===== src/rtl/capture_sequencer_if.sv =====
// Sample-RAM ports and UART TX byte stream of the capture sequencer.
// master = sequencer side, slave = RAM / UART side.
interface capture_sequencer_if #(
  parameter int ADDR_W = 14
);
  logic              ram_we;
  logic [ADDR_W-1:0] ram_waddr;
  logic [7:0]        ram_wdata;
  logic [ADDR_W-1:0] ram_raddr;
  logic [7:0]        ram_rdata;
  logic [7:0]        tx_data;
  logic              tx_valid;
  logic              tx_ready;

  modport master (
    output ram_we,
    output ram_waddr,
    output ram_wdata,
    output ram_raddr,
    input  ram_rdata,
    output tx_data,
    output tx_valid,
    input  tx_ready
  );

  modport slave (
    input  ram_we,
    input  ram_waddr,
    input  ram_wdata,
    input  ram_raddr,
    output ram_rdata,
    input  tx_data,
    input  tx_valid,
    output tx_ready
  );
endinterface


===== src/rtl/capture_sequencer.sv =====
// Logic-analyser acquisition: arm, trigger, capture N samples, stream to UART.
// Define TRIG_TIMEOUT_EN to auto-trigger after TIMEOUT_CYCLES in ARMED.
module capture_sequencer #(
  parameter int ADDR_W = 14,
  parameter int DEPTH1 = 1024,
  parameter int DEPTH2 = 5120,
  parameter int DEPTH3 = 10240
`ifdef TRIG_TIMEOUT_EN
  ,
  parameter int TIMEOUT_CYCLES = 24000000
`endif
) (
  input  logic                clk,
  input  logic                reset_n,
  input  logic                arm,
  input  logic                abort,
  input  logic [1:0]          depth,
  input  logic                adc_en,
  input  logic                adc_clk,
  input  logic [7:0]          adc_data,
  capture_sequencer_if.master bus,
  output logic                busy,
  output logic                done,
  output logic                err
);

  typedef enum logic [2:0] {
    S_IDLE,
    S_ARMED,
    S_CAP,
    S_RD,
    S_TX
  } state_t;

  state_t state_q;
  state_t state_d;

  logic [2:0]        adc_sync;
  logic              s_tick;
  logic [ADDR_W-1:0] n_sel;
  logic [ADDR_W-1:0] n_last;
  logic [ADDR_W-1:0] wr_cnt;
  logic [ADDR_W-1:0] rd_cnt;
  logic              we_q;
  logic [ADDR_W-1:0] waddr_q;
  logic [7:0]        wdata_q;
  logic [7:0]        tx_q;
  logic              tx_first;
  logic              timeout_hit;

  // [1:0] synchronise adc_clk, [2] holds the previous synchronised level
  always_ff @(posedge clk or negedge reset_n) begin
    if (!reset_n) adc_sync <= '0;
    else          adc_sync <= {adc_sync[1:0], adc_clk};
  end

  assign s_tick = adc_sync[1] & ~adc_sync[2];

  always_comb begin
    n_sel = '0;
    unique case (1'b1)
      (depth == 2'd1): n_sel = ADDR_W'(DEPTH1 - 1);
      (depth == 2'd2): n_sel = ADDR_W'(DEPTH2 - 1);
      (depth == 2'd3): n_sel = ADDR_W'(DEPTH3 - 1);
      default:         n_sel = '0;
    endcase
  end

`ifdef TRIG_TIMEOUT_EN
  localparam int TO_W = $clog2(TIMEOUT_CYCLES + 1);

  logic [TO_W-1:0] to_cnt;

  always_ff @(posedge clk or negedge reset_n) begin
    if (!reset_n)
      to_cnt <= '0;
    else if (state_q == S_ARMED && state_d == S_ARMED)
      to_cnt <= to_cnt + TO_W'(1);
    else
      to_cnt <= '0;
  end

  assign timeout_hit = (to_cnt == TO_W'(TIMEOUT_CYCLES - 1));
`else
  assign timeout_hit = 1'b0;
`endif

  always_ff @(posedge clk or negedge reset_n) begin
    if (!reset_n) state_q <= S_IDLE;
    else          state_q <= state_d;
  end

  always_comb begin
    state_d = state_q;
    if (abort) begin
      state_d = S_IDLE;
    end else begin
      unique case (state_q)
        S_IDLE:
          if (arm && depth != 2'd0) state_d = S_ARMED;
        S_ARMED:
          if (adc_en || timeout_hit) state_d = S_CAP;
        S_CAP:
          if (s_tick && wr_cnt == n_last) state_d = S_RD;
        S_RD:
          state_d = S_TX;
        S_TX:
          if (bus.tx_ready)
            state_d = (rd_cnt == n_last) ? S_IDLE : S_RD;
        default:
          state_d = S_IDLE;
      endcase
    end
  end

  always_comb begin
    busy          = (state_q != S_IDLE);
    bus.tx_valid  = (state_q == S_TX);
    // first TX cycle forwards the RAM output; later cycles hold the copy
    bus.tx_data   = tx_first ? bus.ram_rdata : tx_q;
    bus.ram_raddr = rd_cnt;
    bus.ram_we    = we_q;
    bus.ram_waddr = waddr_q;
    bus.ram_wdata = wdata_q;
  end

  always_ff @(posedge clk or negedge reset_n) begin
    if (!reset_n) begin
      n_last   <= '0;
      wr_cnt   <= '0;
      rd_cnt   <= '0;
      we_q     <= 1'b0;
      waddr_q  <= '0;
      wdata_q  <= '0;
      tx_q     <= '0;
      tx_first <= 1'b0;
      done     <= 1'b0;
      err      <= 1'b0;
    end else begin
      we_q     <= 1'b0;
      tx_first <= 1'b0;
      done     <= 1'b0;
      err      <= 1'b0;
      if (abort) begin
        wr_cnt <= '0;
        rd_cnt <= '0;
      end else begin
        case (state_q)
          S_IDLE:
            if (arm) begin
              if (depth == 2'd0) begin
                err <= 1'b1;
              end else begin
                n_last <= n_sel;
                wr_cnt <= '0;
                rd_cnt <= '0;
              end
            end
          S_CAP:
            if (s_tick) begin
              we_q    <= 1'b1;
              waddr_q <= wr_cnt;
              wdata_q <= adc_data;
              wr_cnt  <= wr_cnt + ADDR_W'(1);
              if (wr_cnt == n_last) rd_cnt <= '0;
            end
          S_RD:
            tx_first <= 1'b1;
          S_TX: begin
            if (tx_first) tx_q <= bus.ram_rdata;
            if (bus.tx_ready) begin
              if (rd_cnt == n_last) done <= 1'b1;
              else                  rd_cnt <= rd_cnt + ADDR_W'(1);
            end
          end
          default: ;
        endcase
      end
    end
  end

endmodule

===== src/flat_wrapper.sv =====
// flat-port wrapper written by rule: the top's interface ports become plain ports
module capture_sequencer_flat 
#(
  parameter int ADDR_W = 14,
  parameter int DEPTH1 = 1024,
  parameter int DEPTH2 = 5120,
  parameter int DEPTH3 = 10240

)
  (clk, reset_n, arm, abort, depth, adc_en, adc_clk, adc_data, busy, done, err, bus_ram_we, bus_ram_waddr, bus_ram_wdata, bus_ram_raddr, bus_ram_rdata, bus_tx_data, bus_tx_valid, bus_tx_ready);
  capture_sequencer_if #(.ADDR_W(ADDR_W)) bus_i ();
  input  logic clk;
  input  logic reset_n;
  input  logic arm;
  input  logic abort;
  input  logic [1:0] depth;
  input  logic adc_en;
  input  logic adc_clk;
  input  logic [7:0] adc_data;
  output logic busy;
  output logic done;
  output logic err;
  output wire logic [$bits(bus_i.ram_we)-1:0] bus_ram_we;
  output wire logic [$bits(bus_i.ram_waddr)-1:0] bus_ram_waddr;
  output wire logic [$bits(bus_i.ram_wdata)-1:0] bus_ram_wdata;
  output wire logic [$bits(bus_i.ram_raddr)-1:0] bus_ram_raddr;
  input wire logic [$bits(bus_i.ram_rdata)-1:0] bus_ram_rdata;
  output wire logic [$bits(bus_i.tx_data)-1:0] bus_tx_data;
  output wire logic [$bits(bus_i.tx_valid)-1:0] bus_tx_valid;
  input wire logic [$bits(bus_i.tx_ready)-1:0] bus_tx_ready;
  assign bus_ram_we = bus_i.ram_we;
  assign bus_ram_waddr = bus_i.ram_waddr;
  assign bus_ram_wdata = bus_i.ram_wdata;
  assign bus_ram_raddr = bus_i.ram_raddr;
  assign bus_i.ram_rdata = bus_ram_rdata;
  assign bus_tx_data = bus_i.tx_data;
  assign bus_tx_valid = bus_i.tx_valid;
  assign bus_i.tx_ready = bus_tx_ready;
  capture_sequencer #(.ADDR_W(ADDR_W), .DEPTH1(DEPTH1), .DEPTH2(DEPTH2), .DEPTH3(DEPTH3)) u_core (.clk(clk), .reset_n(reset_n), .arm(arm), .abort(abort), .depth(depth), .adc_en(adc_en), .adc_clk(adc_clk), .adc_data(adc_data), .bus(bus_i), .busy(busy), .done(done), .err(err));
endmodule

===== config.mk =====
export PLATFORM = sky130hd
export DESIGN_NAME = capture_sequencer_flat
export DESIGN_NICKNAME = d
export VERILOG_FILES = /design/src/rtl/capture_sequencer_if.sv /design/src/rtl/capture_sequencer.sv /design/src/flat_wrapper.sv
export SDC_FILE = /design/constraint.sdc
export NUM_CORES = 1
export LEC_CHECK = 0
export BUFFER_PORTS_ARGS = -buffer_cell sky130_fd_sc_hd__buf_2
export CAP_MARGIN = 20
export CORE_MARGIN = 2
export CORE_UTILIZATION = 48
export CTS_CLUSTER_DIAMETER = 100
export DETAILED_ROUTE_END_ITERATION = 7
export GPL_ROUTABILITY_DRIVEN = 0
export PLACE_DENSITY = 0.74
export SYNTH_ARGS = -nofsm -noshare
export SYNTH_HDL_FRONTEND = slang
export SYNTH_SLANG_ARGS = --single-unit
export TNS_END_PERCENT = 10

===== constraint.sdc =====
create_clock -name clk -period 1.9 [get_ports clk]
set_input_delay 0.095 -clock clk [delete_from_list [all_inputs] [get_ports clk]]
set_output_delay 0.095 -clock clk [all_outputs]
set_load 0.05 [all_outputs]

# After elaboration in Yosys (flattened, before gate mapping)
# Index checks and enable logic that the tools add are counted.
# totals
in_bits	25
register_bits	82
memories	0
word_cells	83
mem_bits_ro	0
latch_bits	0
ramBits	0
output_inout_bits	49
# classes
add_sub_neg	2
n_eq_ne	18
bitwise_logic	4
n_mux	33
n_lt_le_gt_ge	0
n_reduce_logical	14
mul	0
n_shift	0
div	0
# op_table
cell	n
$mux 14	9
$pmux 14 s3	2
$add 14x1->14 const B	2
$eq 14x14->1	2
$pmux 14 s2	1
$mux 3	5
$ne 3x2->1 const B	5
$pmux 3 s5	1
$mux 1	13
$ne 3x3->1 const B	4
$reduce_and 4->1	3
$mux 8	1
$reduce_and 7->1	1
$eq 3x2->1 const B	2
$reduce_bool 3->1	2
$eq 2x2->1 const B	2
$reduce_bool 4->1	1
$eq 3x1->1 const B	1
$eq 3x3->1 const B	1
$logic_not 3->1	1
$not 1->1	3
$reduce_and 3->1	1
$eq 2x1->1 const B	1
$logic_and 1x1->1	2
other kinds (5)	5

# Depth between registers and ports, before layout
# Gate-level depths: netlist of run 1.
# depth
depth_word	6
ltp_mapped	9
ltp_nobuf	8

# Worst setup path after synthesis of run 1
# Ideal clock, no wire load.
# synth_path
path_kind	reg2reg
start	reg u_core.rd_cnt[2] (netlist: u_core.bus.ram_raddr[2])
end	reg u_core.rd_cnt[1] (netlist: u_core.bus.ram_raddr[1])
required_time_ns	1.821
n_path_buf	1
path_stages_with_launch	8
slack_ns	-0.386
setup_time_ns	0.079
period_less_slack_ns	2.286
t_arrival_ns	2.207
path_cell_list	dfrtp_1 or4_1 nor4_2 o221ai_2 nand2_2 a31o_4 buf_8 mux2i_1
# synth_via
elab_chain_cells	3
# synth_rtl
item	line_no	rtl
from (decl)	capture_sequencer.sv:43	logic [ADDR_W-1:0] rd_cnt;
from (signal assigned)	capture_sequencer.sv:173	else rd_cnt <= rd_cnt + ADDR_W'(1);
$eq 14x14->1	capture_sequencer.sv:172	if (rd_cnt == n_last) done <= 1'b1;
$ne 3x3->1 (no source line)	n/a	
$reduce_and 7->1 (no source line)	n/a	
# Every way passes these cells.
# A chain may end at the register's enable or synchronous reset.

# Worst setup path in the final report of run 1
# layout_path
start	reg u_core.wr_cnt[0]
end	reg u_core.rd_cnt[1] (netlist: u_core.bus.ram_raddr[1])
# layout_via
elab_chain_cells	3
# layout_rtl
item	line_no	rtl
from (decl)	capture_sequencer.sv:42	logic [ADDR_W-1:0] wr_cnt;
from (signal assigned)	capture_sequencer.sv:164	wr_cnt <= wr_cnt + ADDR_W'(1);
$eq 14x14->1	capture_sequencer.sv:165	if (wr_cnt == n_last) rd_cnt <= '0;
$ne 3x2->1 (no source line)	n/a	
$reduce_and 7->1 (no source line)	n/a	
# Every way passes these cells.

==> results of run 1 <==
==> layout by cell type, fill, tap and decap left out, types with 3 or more instances in the layout <==
cell type	instances
a21o_1	9
a21oi_1	6
a21oi_2	3
a22o_1	4
and2_1	5
and3_1	9
buf_2	73
buf_4	53
clkbuf_8	9
dfrtp_1	66
dfrtp_2	5
dlygate4sd3_1	11
inv_1	5
mux2_2	8
mux2i_1	3
nand2_1	105
nand2b_1	3
nand3_1	19
nor2_1	18
nor2_2	3
nor3_1	8
nor3b_1	4
o21ai_0	5
o21ai_1	10
o31ai_1	7
or3_1	4
or3_4	3
xnor2_1	7
xor2_1	3
==> per-stage QoR <==
stage	worst slack [ns]	cell area [um^2]	TNS (ns)
after global routing	-0.195	4770	-2.10
final	-0.134	4770	-0.970
after floorplan	-0.158	3490	-1.19
after global placement	-0.0747	4320	-0.103
after CTS	-0.0744	4740	-0.235
after detailed placement	-0.0968	4320	-0.249
==> flip-flops by register name, summed over array words and instances (netlist names) <==
name and flops:
u_core.n_last 3, u_core.bus.ram_waddr 14, u_core.wr_cnt 14, u_core.state_q 3
u_core.bus.ram_raddr 14, u_core.done 1, u_core.tx_q 8, u_core.bus.ram_wdata 8
u_core.tx_first 1, u_core.err 1, u_core.adc_sync 3, u_core.bus.ram_we 1
==> power by group through the flow <==
| stage | clock, mW | combinational, mW | sequential, mW |
|---|---|---|---|
| 2_1_floorplan | 0 | 0.592 | 1.93 |
| 3_3_place_gp | 0 | 1.13 | 1.72 |
| 3_5_place_dp | 0 | 1.14 | 1.73 |
| 4_1_cts | 1.38 | 1.26 | 1.70 |
| 5_1_grt | 1.44 | 1.40 | 1.71 |
| 6_report | 1.35 | 1.29 | 1.70 |
==> repair_timing <==
item,CTS,global route
cloned,1,0
hold buffers,11,0
setup endpoints to repair,14,22
gates resized for setup,11,7
pin swaps,5,14
buffers inserted,2,1
hold endpoints to repair,60,0
==> critical path, cell delays in order, from the launching register on <==
cell	delay, ns
dfrtp_1	0.42
nor4_2	0.28
nand3_1	0.15
a2111oi_4	0.40
o21ai_2	0.12
buf_4	0.16
a31o_4	0.24
mux2i_1	0.19
==> how the worst max path moves through the flow <==
stage                              end
3_5_place_dp   u_core.bus.ram_raddr[2]
2_1_floorplan  u_core.bus.ram_raddr[1]
6_report       u_core.bus.ram_raddr[1]
4_1_cts              u_core.state_q[0]
3_3_place_gp   u_core.bus.ram_raddr[2]
5_1_grt        u_core.bus.ram_raddr[9]
==> cell families after synthesis <==
group | count (synthesis) | synth area share
flops | 71 | 0.511
simple gates | 201 | 0.269
fa+ha+maj | 2 | 0.00719
mux | 11 | 0.0345
xor+xnor | 10 | 0.0252
compound gates | 59 | 0.119
buf+inv | 22 | 0.0335
==> metal layers <==
layer  wire length [um]  up-vias  share of wire  global-route usage
li1                   -     1579              -                   -
met1               4050     1562           0.45               0.347
met2               4320       99           0.48               0.362
met3                414       15          0.046              0.0508
met4                164        0          0.018              0.0963
met5                  0        -              0                   0
==> cell type report <==
type,count,area (um^2)
Timing Repair Buffer,139,913
Sequential cell,71,1780
Clock inverter,6,92.6
Tap cell,99,124
Fill cell,604,2370
Clock buffer,10,128
Inverter,8,35.0
Multi-Input combinational cell,284,1690
==> impl_metrics.py, run 1 <==
metrics = {
    "detailed_routing": {
        "drtAntennaViolNets": 0,
        "vias": 3255,
        "wl_per_cell_um": 14.5,
        "drcViolationCount": 0,
        "wl_um": 8950,
        "drt_iter0_drc": 282,
        "vias_per_cell": 5.28,
        "dr.pass1.iters": 4,
    },
    "synthesis": {
        "synth_cells": 376,
        "ys_async_sr_fraction": 1.00,
        "synth-seq-area-share": 0.511,
        "yosys-top-cells-area": "dfrtp_1 51%, nand2_1 11%, nand3_1 2.7%, mux2_2 2.6%, nor2_1 2.3%",
        "syn_nets": 403,
        "synth-seq-cells": 71,
        "yosys.area.top_type_share": 0.511,
        "ys_warn_count": 0,
        "synth_top_cell_by_area": "dfrtp_1",
        "syn_area_um2": 3480,
        "yosysMostFrequentCell": "nand2_1",
        "synth_flop_cell": "dfrtp_1",
        "synth_edf_count": 0,
        "synth_cell_types": 52,
        "postSynthAreaPerCell_um2": 9.25,
        "synthTopCellsByCount": "105 x nand2_1, 71 x dfrtp_1, 21 x nor2_1",
    },
    "sta": {
        "fin_skew_ns": 0.0118,
        "fin_crit_sh": 1.07,
        "worst_pin_slew_ns": 0.495,
        "fin_ws_ns": -0.134,
        "fmax_ghz": 0.492,
        "slew_headroom": 0.668,
        "fin_hold_ws_ns": 0.0189,
        "hold_viol": 0,
        "final-setup-viol-count": 12,
        "rsz0062_at_grt": "true",
        "period_minus_slack_ns": 2.03,
        "final_max_slew_viol_count": 0,
    },
    "floorplanning": {
        "start_util": 0.487,
        "ios": 74,
        "rows": 31,
        "die_area_um2": 7940,
        "die_h_um": 89.1,
        "coreArea_um2": 7140,
        "die_x_um": 89.1,
    },
    "cells_and_area": {
        "synthToLayoutAreaGrowth_pct": 37.1,
        "fin_cells": 617,
        "fin_util": 0.668,
        "drive_gt1_frac": 0.357,
        "final_nets": 540,
        "diodes": 0,
    },
    "outcome": {
        "outcome": "finished, violations left",
        "violations": "negative setup slack",
    },
    "clock_tree": {
        "cts_buffers": 9,
        "clk_pin_slew_ns": 0.08,
        "cts_root_buf": "clkbuf_8",
        "cts_tree": "yes",
        "clk_latency_ns": 0.35,
        "ctsLongestPathBuffers": 2,
        "htreeDepth": 3,
        "clock_sink_count": 71,
    },
    "setup_path": {
        "end_kind": "flip-flop",
        "critPathLaunch": "u_core.wr_cnt[0]",
        "rr_startpoint": "u_core.wr_cnt[0]",
        "critical_path_class": "flip-flop to flip-flop",
        "rr_worst_depth": 7,
        "rrSetupSlack_ns": -0.13,
        "crit_path_max_fanout": 6,
        "cp.required_ns": 2.17,
        "cp.arrival_ns": 2.30,
        "worstReg2RegEnd": "u_core.bus.ram_raddr[1]",
        "start_kind": "flip-flop",
    },
    "grt": {
        "grt_usage": 0.243,
        "grt.overflow.total": 0,
        "grt_pass1_wl_um": 14900,
        "antenna_found_initial": 0,
        "grt_pass1_vias": 3107,
        "grt_max_degree": 40,
    },
    "power": {
        "ir_drop_v": 0.000878,
        "switching_share": 0.345,
        "power_density_nw_per_um2": 911,
        "pwr-share-seq": 0.391,
        "intPower_mw": 2.84,
        "p_sw_mw": 1.50,
        "power.total_mw": 4.34,
        "pwr-share-comb": 0.298,
        "leakage_nw": 2.51,
        "p_clk_frac": 0.311,
    },
    "min_path": {
        "hold_path_depth": 2,
        "min-delay-start": "depth[1]",
        "holdPathEnd": "u_core.err",
        "hp-class": "input port to flip-flop",
    },
    "placement": {
        "numPortBuffers": 73,
        "placed_cells": 587,
        "dpl.hpwl_um": 6110,
    },
    "flow_run": {
        "cap_viol_max_count": 0,
    },
}
Note: power is estimated with default switching activity, not from simulation.
==> run 2, diff against run 1 <==
--- a/config.mk
+++ b/config.mk
@@ -7,12 +7,14 @@
 export LEC_CHECK = 0
 export BUFFER_PORTS_ARGS = -buffer_cell sky130_fd_sc_hd__buf_2
 export CAP_MARGIN = 20
+export CELL_PAD_IN_SITES_DETAIL_PLACEMENT = 1
+export CELL_PAD_IN_SITES_GLOBAL_PLACEMENT = 2
 export CORE_MARGIN = 2
-export CORE_UTILIZATION = 48
+export CORE_UTILIZATION = 30
 export CTS_CLUSTER_DIAMETER = 100
 export DETAILED_ROUTE_END_ITERATION = 7
 export GPL_ROUTABILITY_DRIVEN = 0
-export PLACE_DENSITY = 0.74
+export PLACE_DENSITY_LB_ADDON = 0.1
 export SYNTH_ARGS = -nofsm -noshare
 export SYNTH_HDL_FRONTEND = slang
 export SYNTH_SLANG_ARGS = --single-unit
==> run 2 against run 1 <==
Combinational power barely moved. Final area rose by 3.1%. Sequential power barely moved. Utilization fell by 24 points. Fmax fell by 0.46%. Non-clock buffer count rose by 5. Register-to-register slack barely moved. Clock power rose by 26%. Flip-flop and latch count did not move. Setup slack got worse by 0.0094 ns. The run still ends with negative setup slack left. Highest routed layer unchanged.
==> impl_metrics.py, run 2 (synthesized netlist as in run 1, its figures left out) <==
metrics = {
    "detailed_routing": {
        "dr.pass1.iters": 4,
        "drt_iter0_drc": 117,
        "drtAntennaViolNets": 0,
        "vias_per_cell": 4.89,
        "vias": 3259,
        "wl_per_cell_um": 15.3,
        "drcViolationCount": 0,
        "wl_um": 10200,
    },
    "power": {
        "power_density_nw_per_um2": 954,
        "power.total_mw": 4.69,
        "switching_share": 0.336,
        "leakage_nw": 2.58,
        "pwr-share-comb": 0.275,
        "p_sw_mw": 1.58,
        "pwr-share-seq": 0.364,
        "intPower_mw": 3.12,
        "ir_drop_v": 0.000479,
        "p_clk_frac": 0.362,
    },
    "outcome": {
        "violations": "negative setup slack",
        "outcome": "finished, violations left",
    },
    "clock_tree": {
        "cts_root_buf": "clkbuf_16",
        "htreeDepth": 3,
        "cts_tree": "yes",
        "clk_latency_ns": 0.33,
        "cts_buffers": 9,
        "clk_pin_slew_ns": 0.06,
        "ctsLongestPathBuffers": 2,
        "clock_sink_count": 71,
    },
    "floorplanning": {
        "coreArea_um2": 11400,
        "die_h_um": 112,
        "rows": 39,
        "start_util": 0.306,
        "ios": 74,
        "die_area_um2": 12500,
        "die_x_um": 112,
    },
    "placement": {
        "placed_cells": 637,
        "numPortBuffers": 73,
        "dpl.hpwl_um": 7220,
    },
    "sta": {
        "fmax_ghz": 0.489,
        "slew_headroom": 0.680,
        "final-setup-viol-count": 16,
        "hold_viol": 0,
        "fin_skew_ns": 0.00555,
        "final_max_slew_viol_count": 0,
        "worst_pin_slew_ns": 0.480,
        "period_minus_slack_ns": 2.04,
        "rsz0062_at_grt": "true",
        "fin_crit_sh": 1.08,
        "fin_ws_ns": -0.144,
    },
    "cells_and_area": {
        "final_common_cell": "nand2_1",
        "diodes": 0,
        "layout_common_cells": "105 x nand2_1, 72 x buf_2, 65 x dfrtp_1, 58 x buf_4, 21 x nor2_1",
        "fin_cells": 666,
        "final_nets": 545,
        "synthToLayoutAreaGrowth_pct": 41.4,
        "drive_gt1_frac": 0.354,
    },
    "flow_run": {
        "cap_viol_max_count": 0,
    },
    "setup_path": {
        "rr_startpoint": "u_core.wr_cnt[0]",
        "rr_worst_depth": 7,
        "start_kind": "flip-flop",
        "cp.arrival_ns": 2.27,
        "critical_path_class": "flip-flop to flip-flop",
        "end_kind": "flip-flop",
        "cp.required_ns": 2.13,
        "worstReg2RegEnd": "u_core.bus.ram_raddr[9]",
        "rrSetupSlack_ns": -0.14,
        "crit_path_max_fanout": 6,
    },
    "grt": {
        "grt_usage": 0.172,
        "grt.overflow.total": 0,
        "grt_max_degree": 36,
        "grt_pass1_wl_um": 17200,
        "grt_use_met1": 0.240,
        "grt_use_met3": 0.0289,
        "antenna_found_initial": 0,
        "grt_most_used_layer": "met2",
        "grt_pass1_vias": 3358,
        "grtUsageMet2": 0.268,
    },
    "min_path": {
        "holdPathEnd": "u_core.err",
        "hp-class": "input port to flip-flop",
        "min-delay-start": "depth[1]",
        "hold_path_depth": 2,
    },
}
[run 2: cell count changes in the layout (fill, tap and decap cells not counted), moves of 3 or more]
cell,previous run,this run
clkbuf_8,9,0
clkbuf_16,0,9
nor2_2,3,0
clkinv_4,1,4
buf_4,53,58
nor2_1,18,21
[run 2: per-layer routing]
layer	up-vias	share of wire
met5	-	0
met3	13	0.032
met2	58	0.46
met4	0	0.022
met1	1603	0.49
li1	1585	-
[run 2: layout make-up]
type | instances | area (um^2)
fillers | 1337 | 6450
clock buffers | 9 | 225
well taps | 143 | 179
flip-flops and latches | 71 | 1780
inverters | 8 | 35.0
multi-input cells | 284 | 1660
repair buffers | 144 | 957
clock inverters | 7 | 73.8
[run 2: through the flow]
stage	hold WS (ns)	setup TNS (ns)	util	area, um^2	worst slack (ns)
floorplan	-0.201	-1.19	-	3490	-0.158
finish	0.0325	-1.30	0.432	4920	-0.144
CTS	0.0155	-0.656	0.430	4890	-0.155
detailed placement	0.0963	-1.26	0.389	4420	-0.182
global placement	0.0869	-0.669	0.389	4420	-0.124
global route	0.0405	-3.07	0.432	4920	-0.244
[run 2: power groups by stage]
stage / logic (mW) / registers (mW) / clock network, mW
floorplan: 0.592 / 1.93 / 0
global placement: 1.17 / 1.73 / 0
CTS: 1.26 / 1.71 / 1.76
finish: 1.29 / 1.71 / 1.70
detailed placement: 1.18 / 1.73 / 0
global route: 1.40 / 1.72 / 1.81
[run 2: worst max-delay path, stage by stage (launching register included)]
cell       delay [ns]
dfrtp_1          0.41
nor4_2           0.30
nand3_1          0.17
a2111oi_4        0.41
o21ai_2          0.12
buf_6            0.14
a31o_4           0.24
a21o_1           0.16
[run 2: what timing repair did]
action                                  CTS  global route
gates resized for setup                   7             6
endpoints found under the setup margin   15            41
hold buffers                             11             0
cloned                                    1             0
buffers inserted                          0             1
pin swaps                                 7            11
hold endpoints to repair                 42             0
[run 2: how the worst max path moves through the flow]
stage                     slack (ns)                    start                       to  cells after the start
final                          -0.14         u_core.wr_cnt[0]  u_core.bus.ram_raddr[9]                      7
after global routing           -0.24         u_core.wr_cnt[0]  u_core.bus.ram_raddr[5]                      7
after CTS                      -0.16         u_core.wr_cnt[2]  u_core.bus.ram_raddr[2]                      6
after floorplan                -0.16  u_core.bus.ram_raddr[4]  u_core.bus.ram_raddr[1]                      7
after detailed placement       -0.18         u_core.wr_cnt[2]  u_core.bus.ram_raddr[2]                      6
after global placement         -0.12        u_core.n_last[12]  u_core.bus.ram_raddr[2]                      6
